$ cat src/rtl/pipe_ex_pkg.sv
// pipe_ex_pkg: ALU operation encodings and multiplier FSM state type
package pipe_ex_pkg;

    typedef enum logic [3:0] {
        ALU_ADD = 4'd0,
        ALU_SUB = 4'd1,
        ALU_AND = 4'd2,
        ALU_OR  = 4'd3,
        ALU_XOR = 4'd4,
        ALU_LUI = 4'd5,
        ALU_SLL = 4'd6,
        ALU_SRL = 4'd7,
        ALU_SRA = 4'd8,
        ALU_MUL = 4'd9
    } aluc_e;

    typedef enum logic [1:0] {
        ST_IDLE,
        ST_BUSY,
        ST_DONE
    } mul_state_e;

endpackage

$ cat src/rtl/pipe_ex_mc_if.sv
// pipe_ex_mc_if: EX-stage inputs, stall handshake and EX/MEM register outputs
interface pipe_ex_mc_if #(
    parameter int XLEN = 32,
    parameter int REGW = 5
);
    logic            EXvalid, EXwreg, EXm2reg, EXwmem, EXshift, EXaluimm, EXflush;
    logic [3:0]      EXaluc;
    logic [REGW-1:0] EXwn;
    logic [XLEN-1:0] EXqa, EXqb, EXimmeOrSa;
    logic            EXstall;
    logic            MEMvalid, MEMwreg, MEMm2reg, MEMwmem;
    logic [REGW-1:0] MEMwn;
    logic [XLEN-1:0] MEMaluResult, MEMdi;

    modport master (
        output EXvalid, EXwreg, EXm2reg, EXwmem, EXshift, EXaluimm, EXflush,
               EXaluc, EXwn, EXqa, EXqb, EXimmeOrSa,
        input  EXstall, MEMvalid, MEMwreg, MEMm2reg, MEMwmem, MEMwn, MEMaluResult, MEMdi
    );

    modport slave (
        input  EXvalid, EXwreg, EXm2reg, EXwmem, EXshift, EXaluimm, EXflush,
               EXaluc, EXwn, EXqa, EXqb, EXimmeOrSa,
        output EXstall, MEMvalid, MEMwreg, MEMm2reg, MEMwmem, MEMwn, MEMaluResult, MEMdi
    );
endinterface

$ cat src/rtl/pipe_ex_mul.sv
// pipe_ex_mul: iterative shift-add multiplier (low XLEN bits), used when PIPE_EX_MUL_EN is defined
module pipe_ex_mul
    import pipe_ex_pkg::*;
#(
    parameter int XLEN = 32,
    parameter int REGW = 5
) (
    input  logic            clk,
    input  logic            clrn,
    input  logic            start,
    input  logic            flush,
    input  logic [XLEN-1:0] a,
    input  logic [XLEN-1:0] b,
    input  logic [XLEN-1:0] qb,
    input  logic [REGW-1:0] wn,
    input  logic            wreg,
    input  logic            m2reg,
    input  logic            wmem,
    output logic            stall,
    output logic            done,
    output logic [XLEN-1:0] p,
    output logic [XLEN-1:0] qb_o,
    output logic [REGW-1:0] wn_o,
    output logic            wreg_o,
    output logic            m2reg_o,
    output logic            wmem_o
);
    localparam int SHW = $clog2(XLEN);
    localparam logic [SHW-1:0] LAST = SHW'(XLEN - 1);

    mul_state_e      state_q, state_d;
    logic [SHW-1:0]  cnt_q, cnt_d;
    logic [XLEN-1:0] a_q, a_d, b_q, b_d, acc_q, acc_d, qb_q, qb_d;
    logic [REGW-1:0] wn_q, wn_d;
    logic [2:0]      ctl_q, ctl_d;
    logic            stall_c;

    // next state, one partial product per BUSY cycle; flush overrides everything
    always_comb begin
        state_d = state_q;
        cnt_d   = cnt_q;
        a_d     = a_q;
        b_d     = b_q;
        acc_d   = acc_q;
        qb_d    = qb_q;
        wn_d    = wn_q;
        ctl_d   = ctl_q;
        stall_c = 1'b0;
        done    = 1'b0;
        if (flush) begin
            state_d = ST_IDLE;
            cnt_d   = '0;
        end else begin
            case (state_q)
                ST_IDLE: if (start) begin
                    stall_c = 1'b1;
                    a_d     = a;
                    b_d     = b;
                    qb_d    = qb;
                    wn_d    = wn;
                    ctl_d   = {wreg, m2reg, wmem};
                    acc_d   = '0;
                    cnt_d   = '0;
                    state_d = ST_BUSY;
                end
                ST_BUSY: begin
                    stall_c = 1'b1;
                    acc_d   = acc_q + (b_q[cnt_q] ? a_q << cnt_q : '0);
                    cnt_d   = (cnt_q == LAST) ? '0 : cnt_q + 1'b1;
                    state_d = (cnt_q == LAST) ? ST_DONE : ST_BUSY;
                end
                ST_DONE: begin
                    done    = 1'b1;
                    state_d = ST_IDLE;
                end
                default: state_d = ST_IDLE;
            endcase
        end
    end

    // state and operand registers; reset discards any multiply in progress
    always_ff @(posedge clk or negedge clrn) begin
        if (!clrn) begin
            state_q <= ST_IDLE;
            cnt_q   <= '0;
            a_q     <= '0;
            b_q     <= '0;
            acc_q   <= '0;
            qb_q    <= '0;
            wn_q    <= '0;
            ctl_q   <= '0;
        end else begin
            state_q <= state_d;
            cnt_q   <= cnt_d;
            a_q     <= a_d;
            b_q     <= b_d;
            acc_q   <= acc_d;
            qb_q    <= qb_d;
            wn_q    <= wn_d;
            ctl_q   <= ctl_d;
        end
    end

    // stall must drop as soon as reset asserts, even while a MUL sits on the inputs
    assign stall   = stall_c & clrn;
    assign p       = acc_q;
    assign qb_o    = qb_q;
    assign wn_o    = wn_q;
    assign wreg_o  = ctl_q[2];
    assign m2reg_o = ctl_q[1];
    assign wmem_o  = ctl_q[0];
endmodule

$ cat src/rtl/pipe_ex_mc.sv
// pipe_ex_mc: EX stage ALU plus EX/MEM register; multi-cycle MUL only when PIPE_EX_MUL_EN is defined
module pipe_ex_mc
    import pipe_ex_pkg::*;
#(
    parameter int XLEN = 32,
    parameter int REGW = 5
) (
    input logic          clk,
    input logic          clrn,
    pipe_ex_mc_if.slave  bus
);
    localparam int SHW = $clog2(XLEN);

    logic [XLEN-1:0] alua, alub, alu_res;
    logic            mul_stall, mul_done, mul_wreg, mul_m2reg, mul_wmem, load;
    logic [REGW-1:0] mul_wn;
    logic [XLEN-1:0] mul_p, mul_qb;

    logic            mem_valid_q, mem_valid_d, mem_wreg_q, mem_wreg_d;
    logic            mem_m2reg_q, mem_m2reg_d, mem_wmem_q, mem_wmem_d;
    logic [REGW-1:0] mem_wn_q, mem_wn_d;
    logic [XLEN-1:0] mem_res_q, mem_res_d, mem_di_q, mem_di_d;

    // operand select and single-cycle ALU; unknown codes yield zero
    always_comb begin
        alua    = bus.EXshift ? bus.EXimmeOrSa : bus.EXqa;
        alub    = bus.EXaluimm ? bus.EXimmeOrSa : bus.EXqb;
        alu_res = '0;
        case (bus.EXaluc)
            ALU_ADD: alu_res = alua + alub;
            ALU_SUB: alu_res = alua - alub;
            ALU_AND: alu_res = alua & alub;
            ALU_OR:  alu_res = alua | alub;
            ALU_XOR: alu_res = alua ^ alub;
            ALU_LUI: alu_res = alub << (XLEN / 2);
            ALU_SLL: alu_res = alub << alua[SHW-1:0];
            ALU_SRL: alu_res = alub >> alua[SHW-1:0];
            ALU_SRA: alu_res = $signed(alub) >>> alua[SHW-1:0];
            default: alu_res = '0;
        endcase
    end

`ifdef PIPE_EX_MUL_EN
    pipe_ex_mul #(.XLEN(XLEN), .REGW(REGW)) u_mul (
        .clk     (clk),
        .clrn    (clrn),
        .start   (bus.EXvalid && bus.EXaluc == ALU_MUL),
        .flush   (bus.EXflush),
        .a       (alua),
        .b       (alub),
        .qb      (bus.EXqb),
        .wn      (bus.EXwn),
        .wreg    (bus.EXwreg),
        .m2reg   (bus.EXm2reg),
        .wmem    (bus.EXwmem),
        .stall   (mul_stall),
        .done    (mul_done),
        .p       (mul_p),
        .qb_o    (mul_qb),
        .wn_o    (mul_wn),
        .wreg_o  (mul_wreg),
        .m2reg_o (mul_m2reg),
        .wmem_o  (mul_wmem)
    );
`else
    assign mul_stall = 1'b0;
    assign mul_done  = 1'b0;
    assign mul_p     = '0;
    assign mul_qb    = '0;
    assign mul_wn    = '0;
    assign mul_wreg  = 1'b0;
    assign mul_m2reg = 1'b0;
    assign mul_wmem  = 1'b0;
`endif

    // EX/MEM next contents: MUL result on DONE, ALU result on a live op, otherwise a bubble holding data
    always_comb begin
        load        = bus.EXvalid && !bus.EXflush && !mul_stall && !mul_done;
        mem_valid_d = mul_done || load;
        mem_wreg_d  = mul_done ? mul_wreg  : load && bus.EXwreg;
        mem_m2reg_d = mul_done ? mul_m2reg : load && bus.EXm2reg;
        mem_wmem_d  = mul_done ? mul_wmem  : load && bus.EXwmem;
        mem_wn_d    = mul_done ? mul_wn : (load ? bus.EXwn : mem_wn_q);
        mem_res_d   = mul_done ? mul_p  : (load ? alu_res : mem_res_q);
        mem_di_d    = mul_done ? mul_qb : (load ? bus.EXqb : mem_di_q);
    end

    // EX/MEM pipeline register, cleared asynchronously
    always_ff @(posedge clk or negedge clrn) begin
        if (!clrn) begin
            mem_valid_q <= 1'b0;
            mem_wreg_q  <= 1'b0;
            mem_m2reg_q <= 1'b0;
            mem_wmem_q  <= 1'b0;
            mem_wn_q    <= '0;
            mem_res_q   <= '0;
            mem_di_q    <= '0;
        end else begin
            mem_valid_q <= mem_valid_d;
            mem_wreg_q  <= mem_wreg_d;
            mem_m2reg_q <= mem_m2reg_d;
            mem_wmem_q  <= mem_wmem_d;
            mem_wn_q    <= mem_wn_d;
            mem_res_q   <= mem_res_d;
            mem_di_q    <= mem_di_d;
        end
    end

    assign bus.EXstall      = mul_stall;
    assign bus.MEMvalid     = mem_valid_q;
    assign bus.MEMwreg      = mem_wreg_q;
    assign bus.MEMm2reg     = mem_m2reg_q;
    assign bus.MEMwmem      = mem_wmem_q;
    assign bus.MEMwn        = mem_wn_q;
    assign bus.MEMaluResult = mem_res_q;
    assign bus.MEMdi        = mem_di_q;
endmodule

$ cat src/flat_wrapper.sv
// flat-port wrapper written by rule: the top's interface ports become plain ports
module pipe_ex_mc_flat import pipe_ex_pkg::*;
#(
    parameter int XLEN = 32,
    parameter int REGW = 5
)
  (clk, clrn, bus_EXvalid, bus_EXwreg, bus_EXm2reg, bus_EXwmem, bus_EXshift, bus_EXaluimm, bus_EXflush, bus_EXaluc, bus_EXwn, bus_EXqa, bus_EXqb, bus_EXimmeOrSa, bus_EXstall, bus_MEMvalid, bus_MEMwreg, bus_MEMm2reg, bus_MEMwmem, bus_MEMwn, bus_MEMaluResult, bus_MEMdi);
  pipe_ex_mc_if #(.XLEN(XLEN), .REGW(REGW)) bus_i ();
  input logic clk;
  input logic clrn;
  input wire logic [$bits(bus_i.EXvalid)-1:0] bus_EXvalid;
  input wire logic [$bits(bus_i.EXwreg)-1:0] bus_EXwreg;
  input wire logic [$bits(bus_i.EXm2reg)-1:0] bus_EXm2reg;
  input wire logic [$bits(bus_i.EXwmem)-1:0] bus_EXwmem;
  input wire logic [$bits(bus_i.EXshift)-1:0] bus_EXshift;
  input wire logic [$bits(bus_i.EXaluimm)-1:0] bus_EXaluimm;
  input wire logic [$bits(bus_i.EXflush)-1:0] bus_EXflush;
  input wire logic [$bits(bus_i.EXaluc)-1:0] bus_EXaluc;
  input wire logic [$bits(bus_i.EXwn)-1:0] bus_EXwn;
  input wire logic [$bits(bus_i.EXqa)-1:0] bus_EXqa;
  input wire logic [$bits(bus_i.EXqb)-1:0] bus_EXqb;
  input wire logic [$bits(bus_i.EXimmeOrSa)-1:0] bus_EXimmeOrSa;
  output wire logic [$bits(bus_i.EXstall)-1:0] bus_EXstall;
  output wire logic [$bits(bus_i.MEMvalid)-1:0] bus_MEMvalid;
  output wire logic [$bits(bus_i.MEMwreg)-1:0] bus_MEMwreg;
  output wire logic [$bits(bus_i.MEMm2reg)-1:0] bus_MEMm2reg;
  output wire logic [$bits(bus_i.MEMwmem)-1:0] bus_MEMwmem;
  output wire logic [$bits(bus_i.MEMwn)-1:0] bus_MEMwn;
  output wire logic [$bits(bus_i.MEMaluResult)-1:0] bus_MEMaluResult;
  output wire logic [$bits(bus_i.MEMdi)-1:0] bus_MEMdi;
  assign bus_i.EXvalid = bus_EXvalid;
  assign bus_i.EXwreg = bus_EXwreg;
  assign bus_i.EXm2reg = bus_EXm2reg;
  assign bus_i.EXwmem = bus_EXwmem;
  assign bus_i.EXshift = bus_EXshift;
  assign bus_i.EXaluimm = bus_EXaluimm;
  assign bus_i.EXflush = bus_EXflush;
  assign bus_i.EXaluc = bus_EXaluc;
  assign bus_i.EXwn = bus_EXwn;
  assign bus_i.EXqa = bus_EXqa;
  assign bus_i.EXqb = bus_EXqb;
  assign bus_i.EXimmeOrSa = bus_EXimmeOrSa;
  assign bus_EXstall = bus_i.EXstall;
  assign bus_MEMvalid = bus_i.MEMvalid;
  assign bus_MEMwreg = bus_i.MEMwreg;
  assign bus_MEMm2reg = bus_i.MEMm2reg;
  assign bus_MEMwmem = bus_i.MEMwmem;
  assign bus_MEMwn = bus_i.MEMwn;
  assign bus_MEMaluResult = bus_i.MEMaluResult;
  assign bus_MEMdi = bus_i.MEMdi;
  pipe_ex_mc #(.XLEN(XLEN), .REGW(REGW)) u_core (.clk(clk), .clrn(clrn), .bus(bus_i));
endmodule
$ cat config.mk
export PLATFORM = sky130hd
export DESIGN_NAME = pipe_ex_mc_flat
export DESIGN_NICKNAME = d
export VERILOG_FILES = /design/src/rtl/pipe_ex_pkg.sv /design/src/rtl/pipe_ex_mc_if.sv /design/src/rtl/pipe_ex_mul.sv /design/src/rtl/pipe_ex_mc.sv /design/src/flat_wrapper.sv
export SDC_FILE = /design/constraint.sdc
export NUM_CORES = 1
export LEC_CHECK = 0
export CAP_MARGIN = 20
export CELL_PAD_IN_SITES_DETAIL_PLACEMENT = 0
export CELL_PAD_IN_SITES_GLOBAL_PLACEMENT = 2
export CORE_MARGIN = 4
export CORE_UTILIZATION = 33
export CTS_CLUSTER_DIAMETER = 120
export DETAILED_ROUTE_END_ITERATION = 16
export PLACE_DENSITY = 0.93
export SLEW_MARGIN = 20
export SYNTH_ARGS = -nofsm -noshare
export SYNTH_HDL_FRONTEND = slang
export SYNTH_SLANG_ARGS = --single-unit
$ cat constraint.sdc
create_clock -name clk -period 1.7 [get_ports clk]
set_input_delay 0.255 -clock clk [delete_from_list [all_inputs] [get_ports clk]]
set_output_delay 0.255 -clock clk [all_outputs]
set_load 0.005 [all_outputs]
== Word level (Yosys, flattened, before mapping) ==
Index checks and enable logic that the tools add are counted.
Word-level totals
  input bits: 114
  bits in registers: 73
  output and inout port bits: 74
Operators by class
  bitwise gates (word level): 3
  equality and inequality tests: 8
  add/subtract/negate cells: 2
  reduce and logical (&&, ||, !) cells: 6
  shift-type cells: 3
  muxes and demuxes: 3
Operator list (count)
  case mux 32 bit (9 select lines): 1
  two-way mux 32 bit: 2
  adder 32 bit: 1
  bitwise AND 32 bit: 1
  bitwise OR 32 bit: 1
  left shift 32 x 5 -> 32 bit: 1
  >> shifter 32 x 5 -> 32 bit: 1
  >>> shifter 32 x 5 -> 32 bit: 1
  subtractor 32 bit: 1
  XOR 32 bit: 1
  equality test 4 x 3 -> 1 bit, second input constant: 4
  equality test 4 x 2 -> 1 bit, second input constant: 2
  equality test 4 x 1 -> 1 bit, second input constant: 1
  equality test 4 bit, second input constant: 1
  logical AND 1 bit: 4
  zero test 4 bit: 1
  zero test 1 bit: 1

== Logic depth before layout (Yosys ltp) ==
  word-level depth: 3
  gate-level depth with buffers: 22
  depth with buffers taken out: 18

== Worst setup path before layout ==
OpenSTA, ideal clock, no wires.
  path type: in2reg
  from: in bus_EXaluimm
  to: reg u_core.mem_res_q[31], in the netlist u_core.bus.MEMaluResult[31]
  required time: 1.574 ns
  buffers on the path: 4
  data arrival time: 4.208 ns
  setup slack: -2.634 ns
  library setup time: 0.126 ns
  cell stages on the path: 20
  cell sequence: buf_6 -> buf_8 -> buf_6 -> mux2i_1 -> ha_1 -> o211ai_2 -> nor4_2 -> nand3_1 -> nor2_4 -> nand2_2 -> o41ai_2 -> xnor2_1 -> ha_1 -> clkbuf_1 -> and3_1 -> nand3_1 -> or3_1 -> o21ai_0 -> xnor2_1 -> a221o_1
On the way
  word-level cells in the longest chain between the ends: 3
  elaborated cells between the ends (all ways): 10
RTL lines
  from (decl): line flat_wrapper.sv:16  | input wire logic [$bits(bus_i.EXaluimm)-1:0] bus_EXaluimm;
  two-way mux 32 bit (*): line pipe_ex_mc.sv:27  | alub = bus.EXaluimm ? bus.EXimmeOrSa : bus.EXqb;
  subtractor 32 bit, or another cell as far along: line pipe_ex_mc.sv:31  | ALU_SUB: alu_res = alua - alub;
  case mux 32 bit (9 select lines) (*): line pipe_ex_mc.sv:29  | case (bus.EXaluc)
  to (signal assigned): line pipe_ex_mc.sv:104  | mem_res_q <= mem_res_d;
  to (decl): line pipe_ex_mc.sv:22  | logic [XLEN-1:0] mem_res_q, mem_res_d, mem_di_q, mem_di_d;
Every way passes the cells marked *; elsewhere a longest branch is shown, timed or not.
A chain may end at the register's enable or synchronous reset.

== Worst setup path in the final report ==
  from: in bus_EXqb[3]
  to: reg u_core.mem_res_q[24], in the netlist u_core.bus.MEMaluResult[24]
On the way
  word-level cells in the longest chain between the ends: 3
  elaborated cells between the ends (all ways): 7
RTL lines
  from (decl): line flat_wrapper.sv:21  | input wire logic [$bits(bus_i.EXqb)-1:0] bus_EXqb;
  two-way mux 32 bit (*): line pipe_ex_mc.sv:27
  subtractor 32 bit, or another cell as far along: line pipe_ex_mc.sv:31
  case mux 32 bit (9 select lines) (*): line pipe_ex_mc.sv:29
Marked as above.

==> metrics.md <==
| Metric | Value |
|---|---|
| IO buf count | `186` |
| Total CTS buffers | `9` |
| Ys Warns | `0` |
| Cells after synthesis | `1521` |
| HP Class | `primary input to register` |
| Multi-input logic area | `10890 µm²` |
| Drt drc | `0` |
| Cells along the critical path | `buf_8 -> buf_6 -> nor4_4 -> o211ai_4 -> buf_6 -> nor2_4 -> nor2_2 -> xnor2_1 -> ha_1 -> buf_6 -> nand4_1 -> o211ai_1 -> nand2_1 -> o311ai_4 -> a31oi_2 -> xnor2_1 -> a221o_1` |
| Post-layout min period | `3.465 ns` |
| Nature of the critical path endpoint | `register` |
| Worst-margin pin slew | `0.8329 ns` |
| Clock Latency Late Sink | `0.37 ns` |
| Main area contributors after synthesis | `dfrtp_1, mux2i_1, ha_1` |
| CTS tree | `built` |
| Failing checks | `negative setup slack` |
| Fmax | `288.6 MHz` |
| I/O pin cnt | `188` |
| Vias in the first global route | `15.82k` |
| Critical path buffer and inverter count | `4` |
| Fin area | `20880 µm²` |
| Pre-CTS setup slack | `-2.808 ns` |
| Slew HR | `43.03%` |
| MaxCap Viol Count | `0` |
| Cell count after placement | `2574` |
| Initial antenna violation count | `0` |
| Global route total overflow | `0` |
| Leakage dissipation | `9.565 nW` |
| Gr usage total | `31.07%` |
| Power density over the cells | `616.1 nW/µm²` |
| Post-synth top area share | `15.38%` |
| Fillcell total | `3041` |
| Non-filler cells, final | `2675` |
| Register area share after synthesis | `15.38%` |
| PnR Total Power | `0.01286 W` |
| Data required, critical path | `1.96 ns` |
| Nets | `2421` |
| Top cell type by total area after synthesis | `dfrtp_1` |
| Num rows | `69` |
| Gpl congestion | `1.061` |
| Layout cells sized above 1 | `43.00%` |
| DIE AREA | `39090 µm²` |
| Antenna-violating nets left | `0` |
| Synth Register Bits | `73` |
| Post-synth top cells | `nand2_1, mux2i_1, nor2_1` |
| Drt pass-1 iters | `8` |
| Slew Viols, Final | `0` |
| CTS H-tree depth | `3` |
| Post-synth EDFFs | `0` |
| WS Path Type | `primary input to register` |
| Post-Route WL | `64760 µm` |
| Die Y | `197.7 µm` |
| Setup violations, final | `32` |
| CP most frequent cell | `buf_6` |
| Via count | `15.98k` |
| ANT cells | `0` |
| Area after DPL | `17970 µm²` |
| Post-route setup slack | `-1.765 ns` |
| Final Hold Vio Count | `0` |
| Iteration-0 DRC Markers | `2028` |
| Clock skew | `0 ns` |
| Die width | `197.7 µm` |
| Count leader, synth | `nand2_1` |
| RSZ-0062 raised after global routing | `yes` |
| Worst-path clk slew | `0.06 ns` |
| CP peak stage delay | `0.49 ns` |
| Clk sinks | `73` |
| CORE AREA | `35570 µm²` |
| Outcome | `finished, violations left` |
| Synth-to-Final Area Change | `75.75%` |
| R2R setup slack | `0.21 ns` |
| Nature of the critical path startpoint | `primary input` |
| Maximum buffer depth of the clock tree | `2` |
| Routed wire length per instance | `24.21 µm` |
| Slowest-stage cell, CP | `o311ai_4` |
| Syn avg cell area | `7.809 µm²` |
| Crit-path max FO | `4` |
| Largest net degree at the start of global routing | `48` |
| Initial cell density of the core | `33.39%` |
| Worst Path Arrival | `3.73 ns` |
| Mapped Area | `11880 µm²` |
| Netlist cell types | `89` |
| Final period util | `203.8%` |
| Maximum vdd drop | `0.5760 mV` |
| Root buf cell | `clkbuf_16` |
| Layout Utilization | `58.69%` |
| First-pass GRT wire length | `93700 µm` |
| Syn nets | `1732` |
| Post-synth ARST share | `100.0%` |
| Top delay family on crit path | `compound AO/OA/AOI/OAI gates` |
| Storage element area | `1828 µm²` |
| Ys flop type | `dfrtp_1` |
| DP Wirelength | `48540 µm` |
| Vias per Instance | `5.974` |
state kept, by name, indices dropped and copies added (netlist names):
name and count:
u_core.bus.MEMaluResult 32, u_core.bus.MEMdi 32, u_core.bus.MEMm2reg 1, u_core.bus.MEMvalid 1, u_core.bus.MEMwmem 1, u_core.bus.MEMwn 5, u_core.bus.MEMwreg 1
worst register-to-register path: cells and delay by family, from the launching register on:
family	cells	cell delay (ns)
and+or+nand+nor	1	0.24
buffers and inverters	1	0.16
AOI/OAI and AO/OA	3	0.57
DFF	1	0.40
through the flow:
step           setup TNS, ns  hold WS [ns]
3_3_place_gp          -70.31       0.08281
3_5_place_dp          -73.24       0.08145
5_1_grt               -46.11        0.1466
6_report              -42.90        0.1528
2_1_floorplan         -46.66      -0.04059
4_1_cts               -40.92        0.1253
where the power goes:
group / switching (W) / internal, W
sequential: 0.000130 / 0.00194
clock: 0.000880 / 0.00113
combinational: 0.00444 / 0.00435
total: 0.00545 / 0.00741
final cells by class:
| class | instances | share of cell area [%] |
|---|---|---|
| Multi-Input combinational cell | 1260 | 52.16 |
| Timing Repair Buffer | 792 | 33.57 |
| Sequential cell | 73 | 8.757 |
| Tap cell | 461 | 2.763 |
| Inverter | 74 | 1.379 |
| Clock buffer | 10 | 1.097 |
| Clock inverter | 5 | 0.2697 |
cells by family (layout without fill, tap and decap cells):
| logic type | Yosys count | in the layout | synth area share, % |
|---|---|---|---|
| multiplexers | 211 | 211 | 21.09 |
| adder cells (fa/ha/maj) | 97 | 97 | 10.28 |
| other | 1 | 1 | 0.03157 |
| flip-flops | 73 | 73 | 15.38 |
| XOR/XNOR | 53 | 53 | 3.908 |
| AND/OR/NAND/NOR | 484 | 484 | 18.21 |
| AO/OA/AOI/OAI | 414 | 414 | 24.05 |
| buffers and inverters | 188 | 881 | 7.047 |
placed cells by master, fill, tap and decap left out, types with 27 or more instances in the layout:
cell type,netlist,final
buf_4,6,524
nand2_1,235,227
clkdlybuf4s50_1,0,149
mux2i_1,152,130
ha_1,96,92
nor2_1,106,91
dfrtp_1,73,72
buf_6,8,59
inv_1,59,54
o21ai_0,78,46
a21oi_1,83,45
xnor2_1,45,31
mux2i_4,10,28
a21oi_2,0,28
a211oi_1,37,27
layer usage:
layer  vias to the layer above  global-route usage [%]  routed length, µm
li1                       6972                       -                  -
met1                      7645                   39.88              25480
met2                      1080                   48.00              27950
met3                       281                   8.967               7243
met4                         2                   15.00               3997
met5                         -                  0.4938                 81
worst paths after layout:
path,startpoint,to,cells after the start
worst max-delay path,bus_EXqb[3],u_core.bus.MEMaluResult[24]$_DFFE_PN0P_,17
worst min-delay path,bus_EXqb[0],u_core.bus.MEMdi[0]$_DFFE_PN0P_,3
worst max register to register,u_core.bus.MEMaluResult[29]$_DFFE_PN0P_,u_core.bus.MEMaluResult[29]$_DFFE_PN0P_,5
worst min register to register,u_core.bus.MEMdi[23]$_DFFE_PN0P_,u_core.bus.MEMdi[23]$_DFFE_PN0P_,2
max in group asynchronous,clrn,u_core.bus.MEMaluResult[6]$_DFFE_PN0P_,3
min in group asynchronous,clrn,u_core.bus.MEMwn[3]$_DFFE_PN0P_,2
timing repair:
item,CTS,global route
setup endpoints to repair,32,33
cloned,4,2
hold endpoints to repair,45,0
resized for setup,347,137
pin swaps,116,99
hold buffers,1,0
buffers inserted,63,31
(Power assumes the default switching activity.)
